**src/rtl/uart_tx_mmio.sv**
```systemverilog
// uart_tx_mmio: memory-mapped 8N1 UART transmitter with a TX FIFO and a runtime baud divider
module uart_tx_mmio #(
    parameter logic [31:0] BASE_ADDR    = 32'h0000_1000,
    parameter int          CLKS_PER_BIT = 16,
    parameter int          FIFO_DEPTH   = 4
) (
    input  logic        clk,
    input  logic        reset,
    input  logic [31:0] addr,
    input  logic        rd,
    input  logic        wr,
    input  logic [31:0] i_data,
    output logic [31:0] o_data,
    output logic        tx
);
    localparam int AW = $clog2(FIFO_DEPTH);
    localparam int CW = AW + 1;

    typedef enum logic [1:0] {IDLE, START, DATA, STOP} state_t;

    state_t        state, state_n;
    logic [7:0]    mem [FIFO_DEPTH];
    logic [AW-1:0] wr_ptr, rd_ptr;
    logic [CW-1:0] count;
    logic [15:0]   baud, div, cnt;
    logic [7:0]    shift;
    logic [2:0]    bit_cnt;
    logic [1:0]    idx;
    logic [31:0]   rdata;
    logic          ovf, sel, full, empty, busy, push_req, push, pop, done;
    logic          unused_bits;

    assign unused_bits = ^{addr[1:0], i_data[31:16]};
    assign sel      = addr[31:4] == BASE_ADDR[31:4];
    assign idx      = addr[3:2];
    assign full     = count == CW'(FIFO_DEPTH);
    assign empty    = count == '0;
    assign busy     = state != IDLE || !empty;
    assign push_req = wr && sel && idx == 2'd0;
    assign push     = push_req && !full;
    assign done     = cnt == div - 16'd1;

    always_comb begin
        rdata = idx == 2'd1 ? {24'd0, 4'(count), ovf, empty, full, busy} :
                idx == 2'd2 ? {16'd0, baud} : 32'd0;
    end

    // STOP pops straight into START so back-to-back frames have no idle gap
    always_comb begin
        state_n = state;
        pop     = 1'b0;
        tx      = 1'b1;
        case (state)
            IDLE: begin
                pop     = !empty;
                state_n = empty ? IDLE : START;
            end
            START: begin
                tx      = 1'b0;
                state_n = done ? DATA : START;
            end
            DATA: begin
                tx      = shift[0];
                state_n = (done && bit_cnt == 3'd7) ? STOP : DATA;
            end
            STOP: begin
                pop     = done && !empty;
                state_n = !done ? STOP : empty ? IDLE : START;
            end
            default: state_n = IDLE;
        endcase
    end

    always_ff @(posedge clk) begin
        if (push)
            mem[wr_ptr] <= i_data[7:0];
    end

    always_ff @(posedge clk) begin
        if (!reset) begin
            state   <= IDLE;
            wr_ptr  <= '0;
            rd_ptr  <= '0;
            count   <= '0;
            ovf     <= 1'b0;
            baud    <= 16'(CLKS_PER_BIT);
            div     <= 16'(CLKS_PER_BIT);
            cnt     <= '0;
            shift   <= '1;
            bit_cnt <= '0;
            o_data  <= '0;
        end else begin
            state  <= state_n;
            o_data <= (rd && sel) ? rdata : 32'd0;
            count  <= count + CW'(push) - CW'(pop);
            wr_ptr <= wr_ptr + AW'(push);
            rd_ptr <= rd_ptr + AW'(pop);
            if (push_req && full)
                ovf <= 1'b1;
            else if (wr && sel && idx == 2'd1 && i_data[3])
                ovf <= 1'b0;
            if (wr && sel && idx == 2'd2)
                baud <= i_data[15:0] == 16'd0 ? 16'd1 : i_data[15:0];
            // divider is sampled only when a frame starts
            if (pop) begin
                shift   <= mem[rd_ptr];
                div     <= baud;
                cnt     <= '0;
                bit_cnt <= '0;
            end else if (state != IDLE) begin
                cnt <= done ? 16'd0 : cnt + 16'd1;
                if (state == DATA && done) begin
                    shift   <= shift >> 1;
                    bit_cnt <= bit_cnt + 3'd1;
                end
            end
        end
    end
endmodule

```
**config.mk**
```make
export PLATFORM = sky130hd
export DESIGN_NAME = uart_tx_mmio
export DESIGN_NICKNAME = d
export VERILOG_FILES = /design/src/rtl/uart_tx_mmio.sv
export SDC_FILE = /design/constraint.sdc
export NUM_CORES = 1
export LEC_CHECK = 0
export CAP_MARGIN = 0
export CORE_MARGIN = 8
export CORE_UTILIZATION = 40
export DETAILED_ROUTE_END_ITERATION = 10
export PLACE_DENSITY_LB_ADDON = 0.1
export RECOVER_POWER = 100
export SETUP_SLACK_MARGIN = 0.3
export SYNTH_ARGS = -nofsm -noshare
export SYNTH_HDL_FRONTEND = slang
export SYNTH_SLANG_ARGS = --single-unit
```
**constraint.sdc**
```tcl
create_clock -name clk -period 6.5 [get_ports clk]
set_clock_uncertainty 0.2 [all_clocks]
set_input_delay 0.975 -clock clk [delete_from_list [all_inputs] [get_ports clk]]
set_output_delay 0.975 -clock clk [all_outputs]
set_load 0.05 [all_outputs]
```
Yosys cells after proc, flatten, opt, wreduce, memory -nomap -nowiden
Memories as Yosys holds them, arrays and structs flattened. A register that Yosys moved wholly into a read port is not among the register bits.
Cells that the tools add are included.

operators by class
  multiplexer cells = 19
  $add $sub $neg = 7
  bitwise logic cells = 3
  reduce and logical (&&, ||, !) cells = 28
  equal/unequal tests = 9

operator list
  cell                                                   number
  two-way mux 16 bit                                     2
  equality test 28 x 9 -> 1 bit (second input constant)  1
  two-way mux 8 bit                                      3
  adder 16 x 1 -> 16 bit (second input constant)         1
  equality test 16 bit                                   1
  logical NOT 16 bit                                     1
  subtractor 16 x 1 -> 16 bit (second input constant)    1
  two-way mux 7 bit                                      2
  logical AND 1 bit                                      11
  one-hot mux 2 bit (4 select lines)                     1
  nonzero test 2 bit                                     4
  equality test 2 bit (second input constant)            3
  equality test 3 bit (second input constant)            2
  two-way mux 1 bit                                      6
  two-way mux 2 bit                                      3
  AND reduction 2 bit                                    3
  adder 2 x 1 -> 2 bit                                   2
  equality test 2 x 1 -> 1 bit (second input constant)   2
  logical NOT 2 bit                                      2
  one-hot mux 1 bit (2 select lines)                     2
  OR reduction 4 bit                                     1
  adder 3 x 1 -> 3 bit                                   1
  adder 3 x 1 -> 3 bit (second input constant)           1
  logical NOT 3 bit                                      1
  other kinds (6)                                        9

storage, ports and cells
  bits of input ports = 68
  flip-flop bits (word level) = 101
  memories = 1
  memory bits (writable) = 32
  output and inout bits = 33
  word-level logic and storage cells = 80

memory list
  name  words  width  read ports  clocked after Yosys merged registers in  write ports  line  text
  mem   4      8      1           1                                        1            22    logic [7:0] mem [FIFO_DEPTH];

Logic depth before layout (Yosys ltp)
Gate-level depths: netlist of the first run.

  depth in word-level cells = 6
  gate-level depth with buffers = 14
  depth with buffers taken out = 13

Least setup slack after synthesis of the first run
No wires, ideal clock.

  path type = flip-flop to flip-flop
  start point = register div[0]
  end point = register count[2]
  stages on the path, launching flop included = 15
  library setup time = 0.128 ns
  buffers on the path = 1
  setup slack = 3.032 ns
  clock period less this slack = 3.468 ns
  data required time = 6.172 ns
  arrival = 3.140 ns
  cell sequence = dfxtp_1 -> inv_1 -> ha_1 -> or3b_1 -> nor3_1 -> xnor2_1 -> and4_1 -> o2111ai_2 -> o31a_1 -> buf_2 -> xor2_1 -> ha_1 -> fa_1 -> xnor2_1 -> nor2_1

between the ends
  cells in the longest elaborated chain, start to end = 5

ends and longest elaborated chain
  item                                line  text
  start, declared                     25    logic [15:0] baud, div, cnt;
  start signal, assigned              87    div <= 16'(CLKS_PER_BIT);
  start signal, assigned              107   div <= baud;
  subtractor 16 x 1 -> 16 bit         41    assign done = cnt == div - 16'd1;
  equality test 16 bit                41
  logical AND 1 bit                   67    pop = done && !empty;
  one-hot mux 1 bit (2 select lines)  53    case (state)
  subtractor 3 x 1 -> 3 bit           95    count <= count + CW'(push) - CW'(pop);
  end signal, assigned                95
  end, declared                       24    logic [CW-1:0] count;

Every way passes these cells.
A chain may end at the register's enable or synchronous reset.

Worst setup path after layout of the first run
  start point = register div[0]
  end point = register cnt[0]

between the ends
  cells in the longest elaborated chain, start to end = 5
  elaborated cells on any way between the ends = 6
  classes of those cells = 1 x add/sub; 1 x eq/ne; 2 x mux; 2 x reduce/logical

ends and longest elaborated chain
  item                                line  text
  subtractor 16 x 1 -> 16 bit *       41
  equality test 16 bit *              41
  logical AND 1 bit                   67
  one-hot mux 1 bit (2 select lines)  53
  OR reduction 2 bit (no line)        --
  end signal, assigned                111   cnt <= done ? 16'd0 : cnt + 16'd1;
  end, declared                       25

Mark *: on every way between the ends. The rest lies on a longest branch, timed or not.

==> implementation parameters, run 1 <==
Parameter                              Value

Synth
  Most common library cells after synthesis ... sky130_fd_sc_hd__dfxtp_1, sky130_fd_sc_hd__nor2_1, sky130_fd_sc_hd__edfxtp_1, sky130_fd_sc_hd__nand2_1, sky130_fd_sc_hd__nand3_1
  Post-synthesis share of cell area spent on xor and xnor gates ... 0.06278
  Area of the mapped netlist ... between 5000 and 6000 um2
  Main combinational cell family by area after synthesis ... simple AND/OR/NAND/NOR gates
  Adder-Cell Fraction of Synth Area ... 0.02738
  Simple-gate share of the synthesized area ... 0.1928
  Number of warnings reported in the yosys synthesis log ... 0
  Multiplexer share of the synthesized area ... 0.08497
  Number of synthesized flops with an enable pin ... 32
  Post-Synthesis Cells ... 511
  Most frequent cell after synthesis ... sky130_fd_sc_hd__dfxtp_1
  Largest cells by area after synthesis ... sky130_fd_sc_hd__dfxtp_1, sky130_fd_sc_hd__edfxtp_1, sky130_fd_sc_hd__mux2i_1
  Count of distinct cell types in the synthesized netlist ... 54
  Library cell with the largest summed area after synthesis ... sky130_fd_sc_hd__dfxtp_1
  #FFs+latches synth ... 117
  Post-synth ARST share ... 0
  Synthesized area per cell ... 10.37 um2
  Predominant post-synthesis flop cell ... sky130_fd_sc_hd__dfxtp_1
  Share of synthesized area occupied by flip-flops and latches ... 0.5022
  Area fraction of the dominant cell type after synthesis ... 0.3210
  Complex-gate fraction of the synthesized area ... 0.07741

Drt
  Drc violations ... 0
  1st-iter DRT viols ... 182
  Post-DR vias/cell ... 4.948
  Remaining antenna violation count after routing ... 0
  Highest signal layer in the routed design ... met5
  Final routed wirelength across all metal layers ... 11.85 mm
  Pre-antenna DRT Iters ... 4
  Routed len/inst ... between 15 and 20 um
  Via count of the routed design ... 3795
  Met3 wire len ... 709 um
  Routed length on met1 ... 5.542 mm
  Met2 layer wire length in the routed design ... 5.438 mm

Outcome
  Violated checks ... capacitance limit, slew limit
  Result of the run ... finished with violations

Clock network
  Number of H-tree levels ... 4
  Total setup buffers inserted after CTS ... 0
  Total of cells resized after clock tree synthesis ... 0
  # hold bufs at CTS ... 0
  Clock transition at the registers of the reported paths ... 0.06 ns
  # clock sinks ... 117
  Clock tree from TritonCTS ... built
  Maximum buffer depth of the clock tree ... 2
  Clock insertion delay at the later pin of the skew report ... 0.41 ns
  Number of buffers created by CTS ... 17
  Clk root buf ... sky130_fd_sc_hd__clkbuf_16

Worst setup path
  Cell family with the largest share of critical-path delay ... compound AO/OA/AOI/OAI gates
  Buffers plus inverters on the worst setup path ... 1
  Data arrival time of the worst path ... 4.73 ns
  Critical path capture point type ... flop
  R2R Setup Slk ... 1.75 ns
  Required @ worst endpoint ... 6.48 ns
  Kind of start point of the critical path ... flop
  Slowest cell on the critical path ... sky130_fd_sc_hd__o311ai_0
  Max stage delay on crit path ... between 2 and 2.5 ns
  Peak fanout along the critical path ... 15
  Chain of cells forming the critical path ... inv_1, ha_1, nor3b_1, nand3_1, o21ai_0, and4_1, o2111ai_1, o311ai_0, nor2_1
  Worst setup path category ... flop to flop

Timing
  Transition time of the tightest slew-check pin ... between 2 and 3 ns
  Time the worst path needs with I/O delays and setup ... 4.748 ns
  Endpoints failing hold ... 0
  Max-slew violations ... 58
  Fin crit share ... 0.7305
  Tightest slew margin relative to the limit ... -0.8720
  Highest attainable clock frequency ... 0.2106 GHz
  Final setup violation count ... 0
  Final Worst Setup Slack ... ~1.8 ns
  Final setup TNS ... 0 ns
  RSZ-0062 raised after global routing ... false

Floorplan
  Initial cell density of the core ... 0.4051
  Total Die Area ... 17190 um2
  Height of the die ... 131.1 um
  Horizontal die dimension ... 131.1 um
  Number of primary I/O pins ... 101
  Num rows ... 42
  Core area ... approximately 13000 um2

Placement
  Quantity of I/O buffers inserted on ports ... 66
  Worst setup timing slack at the placement stage ... 2.633 ns
  Gpl congestion ... 0.7928
  Post-detailed-placement half-perimeter wirelength ... 8.541 mm

Global routing
  Total Routing Usage GR ... 0.1413
  Wire length of the first global-routing pass ... 19.58 mm
  Vias in the first global route ... about 4000
  Largest net degree at the start of global routing ... 44
  Overall overflow remaining after global route ... 0
  Initial antenna violation count ... 1

Pwr
  Power density over the cells ... 315.6 nW/um2
  Static power due to leakage ... 0.002384 uW
  Final total power ... 2091 uW
  Maximum ir drop on the vdd rail ... about 150 uV

Cells and area
  Share of final-layout standard cells stronger than drive strength 1 ... 0.07783
  Fill cell instance count of the final layout ... 1216
  Antenna Diode Count ... 0
  Nets@finish ... 657
  Area added between synthesis and finish ... 24.99%

Run
  Count of max-cap constraint violations ... 2

Min path
  Type of the tightest min-delay check ... flop to flop
[state kept, by name, summed over array words and instances, names as in the netlist]
signal	cells
bit_cnt	3
rd_ptr	2
mem	32
ovf	1
cnt	16
div	16
count	3
shift	8
wr_ptr	2
baud	16
state	2
o_data	16
[power breakdown]
group / switching (uW) / internal (uW) / leakage, uW
sequential: 42.0 / 787 / 0.000975
combinational: 207 / 149 / 0.00113
clock: 340 / 566 / 0.000275
total: 590 / 1500 / 0.00238
[final timing paths]
kind	start	to	cells past startpoint
worst max-delay path	div[0]$_SDFFE_PN0P_	cnt[0]$_SDFFE_PP0N_	9
worst min-delay path	baud[7]$_SDFFE_PN0P_	div[7]$_SDFFE_PN0P_	2
worst max register to register	div[0]$_SDFFE_PN0P_	cnt[0]$_SDFFE_PP0N_	9
worst min register to register	baud[7]$_SDFFE_PN0P_	div[7]$_SDFFE_PN0P_	2
[cell type report]
| cell class | instances | area, um2 | area share |
|---|---|---|---|
| Sequential cell | 117 | 2663 | 0.4018 |
| Multi-Input combinational cell | 355 | 2407 | 0.3633 |
| Timing Repair Buffer | 75 | 709.4 | 0.1071 |
| Clock buffer | 18 | 429.2 | 0.06477 |
| Tap cell | 176 | 220.2 | 0.03323 |
| Clock inverter | 14 | 152.6 | 0.02304 |
| Inverter | 12 | 45.04 | 0.006798 |
[cell usage in the layout (no fill, tap or decap), drive strengths merged, types with 23 or more instances in the layout]
cell type       n
clkbuf         23
clkdlybuf4s50  40
dfxtp          85
dlygate4sd3    26
edfxtp         32
mux2i          27
nand2          32
nand3          29
nor2           54
xnor2          24
[cell families (layout without fill, tap and decap cells)]
group                    count (synthesis)  count (layout)
AO/OA/AOI/OAI                           58              58
XOR/XNOR                                38              38
AND/OR/NAND/NOR                        197             197
flip-flops                             117             117
adder cells (fa/ha/maj)                 11              11
buffers and inverters                   54             119
multiplexers                            35              35
other                                    1              16
[stage by stage]
step | hold WS (ns) | std cells | instance area (um2) | utilization
after global placement | 0.2545 | 735 | 6082 | 0.4648
after CTS | 0.2677 | 767 | 6664 | 0.5093
after floorplan | 0.2361 | 526 | 5358 | -
after detailed placement | 0.2571 | 735 | 6082 | 0.4648
final | 0.2745 | 767 | 6626 | 0.5064
after global routing | 0.3020 | 767 | 6626 | 0.5064
[worst register-to-register path: stages, from the launching register on]
cell	delay, ns
sky130_fd_sc_hd__dfxtp_1	0.37
sky130_fd_sc_hd__inv_1	0.08
sky130_fd_sc_hd__ha_1	0.22
sky130_fd_sc_hd__nor3b_1	0.44
sky130_fd_sc_hd__nand3_1	0.16
sky130_fd_sc_hd__o21ai_0	0.26
sky130_fd_sc_hd__and4_1	0.22
sky130_fd_sc_hd__o2111ai_1	0.23
sky130_fd_sc_hd__o311ai_0	2.21
sky130_fd_sc_hd__nor2_1	0.14
[layer usage]
metal	up-vias	GRT usage
met4	2	0.05165
met5	-	0
met2	81	0.2249
met3	12	0.05983
met1	1786	0.1665
li1	1914	-
No activity file was read; power rests on OpenSTA's default activity.
==> run 2: changes to the inputs <==
==> constraint.sdc (replaced) <==
create_clock -name clk -period 4.04 [get_ports clk]
set_clock_uncertainty 0.2 [all_clocks]
set_input_delay 0.606 -clock clk [delete_from_list [all_inputs] [get_ports clk]]
set_output_delay 0.606 -clock clk [all_outputs]
set_load 0.05 [all_outputs]
==> run 2 against run 1 <==
Against the previous run: critical path depth grew 4; worst setup slack worse by 1.3 ns; sequential power increased by 62%; die area did not move; critical path type unchanged; maximum frequency increased by 33%; sequential cell count unchanged; register-to-register slack worse by 1.3 ns; final cell count stayed put; the run now ends clean.
==> implementation parameters, run 2 (synthesis gave the netlist of run 1 again) <==
Parameter                              Value

Outcome
  Result of the run ... complete, no violations

Timing
  Transition time of the tightest slew-check pin ... 1.190 ns (-1.582 ns)
  Time the worst path needs with I/O delays and setup ... 3.576 ns (-1.173 ns)
  Highest attainable clock frequency ... 0.2797 GHz (+33%)
  RSZ-0062 raised after global routing ... false
  Final setup TNS ... 0 ns (unchanged)
  Endpoints failing hold ... 0 (unchanged)
  Tightest slew margin relative to the limit ... 0.2064 (+1.078)
  Final Worst Setup Slack ... 0.4643 ns (-1.287 ns)
  Max-slew violations ... 0 (-100%)
  Fin crit share ... 0.8851 (+0.1546)
  Final setup violation count ... 0 (unchanged)

Cells and area
  Share of final-layout standard cells stronger than drive strength 1 ... 0.08122 (+0.003384)
  Fill cell instance count of the final layout ... 1182 (-2.8%)
  Final Util ... 0.5123 (+0.005928)
  Antenna Diode Count ... 0 (unchanged)
  Register with the most flip-flops ... mem
  Area occupied by multi-input gates ... 2417 um2 (+0.42%)
  Top library cells by usage in the layout, fill and taps aside ... sky130_fd_sc_hd__dfxtp_1, sky130_fd_sc_hd__nor2_1, sky130_fd_sc_hd__clkdlybuf4s50_1, sky130_fd_sc_hd__nand2_1, sky130_fd_sc_hd__edfxtp_1
  Nets@finish ... 657 (unchanged)
  Area used by sequential logic in the layout ... 2663 um2 (unchanged)
  Most common cell after layout, fill and taps aside ... sky130_fd_sc_hd__dfxtp_1
  Number of flip-flops in the largest register ... 32 (unchanged)
  Area added between synthesis and finish ... 26.46%

Clock network
  Total of cells resized after clock tree synthesis ... 0 (unchanged)
  Number of H-tree levels ... 4 (unchanged)
  Clock transition at the registers of the reported paths ... 0.06 ns (about the same)
  # hold bufs at CTS ... 0 (unchanged)
  Total setup buffers inserted after CTS ... 0 (unchanged)
  Clock tree from TritonCTS ... built
  # clock sinks ... 117 (unchanged)
  Maximum buffer depth of the clock tree ... 2 (unchanged)
  Clock insertion delay at the later pin of the skew report ... 0.41 ns (about the same)
  Clk root buf ... sky130_fd_sc_hd__clkbuf_16
  Number of buffers created by CTS ... 17 (unchanged)

Floorplan
  Number of primary I/O pins ... 101 (unchanged)
  Total Die Area ... 17190 um2 (unchanged)
  Core area ... 13090 um2 (unchanged)
  Initial cell density of the core ... 0.4051 (unchanged)
  Num rows ... 42 (unchanged)
  Horizontal die dimension ... 131.1 um (unchanged)
  Height of the die ... 131.1 um (unchanged)

Run
  Count of max-cap constraint violations ... 0 (-2)

Drt
  1st-iter DRT viols ... 169 (-7.1%)
  Remaining antenna violation count after routing ... 0 (unchanged)
  Drc violations ... 0 (unchanged)
  Final routed wirelength across all metal layers ... 12.07 mm (+1.8%)
  Via count of the routed design ... 3844 (+1.3%)
  Post-DR vias/cell ... 5.012 (+1.3%)
  Pre-antenna DRT Iters ... 5 (+1)
  Routed len/inst ... 15.74 um (+1.8%)

Min path
  Hold_sp ... baud[8]$_SDFFE_PN0P_
  Type of the tightest min-delay check ... flop to flop
  Hold path endpoint ... div[8]$_SDFFE_PN0P_
  Worst hold path cell count ... 2 (unchanged)

Worst setup path
  R2R Path Start ... div[0]$_SDFFE_PN0P_
  Peak fanout along the critical path ... 5 (-10)
  Slowest cell on the critical path ... sky130_fd_sc_hd__or3b_1
  Kind of start point of the critical path ... flop
  Data arrival time of the worst path ... 3.65 ns (-1.08 ns)
  Critical path capture point type ... flop
  Max stage delay on crit path ... 0.44 ns (-1.77 ns)
  Required @ worst endpoint ... 4.12 ns (-2.36 ns)
  Reg-to-reg endpoint ... count[2]$_SDFF_PN0_
  Count of cells along the worst register-to-register path ... 13 (+4)
  Critical path origin ... div[0]$_SDFFE_PN0P_
  Worst setup path category ... flop to flop
  R2R Setup Slk ... 0.46 ns (-1.29 ns)
  Chain of cells forming the critical path ... inv_1, ha_1, or3b_1, nor3_1, xnor2_1, and4_1, o2111ai_1, o31a_1, xor2_1, ha_1, fa_1, xnor2_1, nor2_1

Global routing
  Overall overflow remaining after global route ... 0 (unchanged)
  Total Routing Usage GR ... 0.1439 (+0.002674)
  Wire length of the first global-routing pass ... 19.91 mm (+1.7%)
  Vias in the first global route ... 3832 (-3.3%)
  Largest net degree at the start of global routing ... 41 (-6.8%)
  Initial antenna violation count ... 0 (-1)

Placement
  Quantity of I/O buffers inserted on ports ... 66 (unchanged)
  Post-detailed-placement half-perimeter wirelength ... 8.744 mm (+2.4%)
  Worst setup timing slack at the placement stage ... 0.4773 ns (-2.156 ns)
  Gpl congestion ... 0.8086 (+2.0%)

Pwr
  Power density over the cells ... 530.0 nW/um2 (+68%)
  Maximum ir drop on the vdd rail ... 339.7 uV (+120%)
  Static power due to leakage ... 0.002431 uW (+2.0%)
-- run 2: cell types whose count changed in the layout (fill, tap and decap cells not counted), moves of 2 or more --
cell	delta
sky130_fd_sc_hd__and2_0	-2
sky130_fd_sc_hd__and2_1	+2
sky130_fd_sc_hd__bufinv_16	+3
sky130_fd_sc_hd__clkinv_4	-2
sky130_fd_sc_hd__inv_6	-2
-- run 2: stage by stage --
| step | power, uW | hold WS (ns) | cells | cell area (um2) |
|---|---|---|---|---|
| after floorplan | 1800 | 0.2361 | 526 | 5358 |
| after global placement | 1949 | 0.2557 | 735 | 6082 |
| after detailed placement | 1962 | 0.2633 | 735 | 6082 |
| after CTS | 3610 | 0.2753 | 767 | 6731 |
| after global routing | 3727 | 0.3177 | 767 | 6704 |
| final | 3553 | 0.2712 | 767 | 6704 |
-- run 2: critical path, delay by kind of cell (launching register included) --
kind,cells,cell delay [ns]
flip-flops,1,0.36
buffers and inverters,1,0.08
AND/OR/NAND/NOR,4,0.92
AO/OA/AOI/OAI,2,0.57
adder cells (fa/ha/maj),3,0.80
XOR/XNOR,3,0.49
-- run 2: cell type report --
| type | instances | area share |
|---|---|---|
| Clock buffer | 20 | 0.06663 |
| Timing Repair Buffer | 75 | 0.1058 |
| Clock inverter | 12 | 0.03024 |
| Sequential cell | 117 | 0.3972 |
| Inverter | 12 | 0.006719 |
| Multi-Input combinational cell | 355 | 0.3606 |
| Tap cell | 176 | 0.03285 |
-- run 2: where the power goes --
| group | switching [uW] | leakage (uW) | internal (uW) | total [uW] |
|---|---|---|---|---|
| clock network | 528 | 0.000311 | 1110 | 1640 |
| registers | 71.6 | 0.000975 | 1270 | 1340 |
| logic | 327 | 0.00115 | 248 | 575 |
-- run 2: how the worst max path moves through the flow --
stage | end | slack (ns)
3_5_place_dp | count[2]$_SDFF_PN0_ | 0.48
6_report | count[2]$_SDFF_PN0_ | 0.46
5_1_grt | count[2]$_SDFF_PN0_ | 0.21
4_1_cts | count[2]$_SDFF_PN0_ | 0.46
3_3_place_gp | count[2]$_SDFF_PN0_ | 0.49
2_1_floorplan | count[2]$_SDFF_PN0_ | 0.57
-- run 2: layer usage --
metal  GRT usage  part of all wire
met5           0                 0
met4     0.04454             0.010
met3     0.05907             0.071
met2      0.2154              0.46
met1      0.1850              0.46
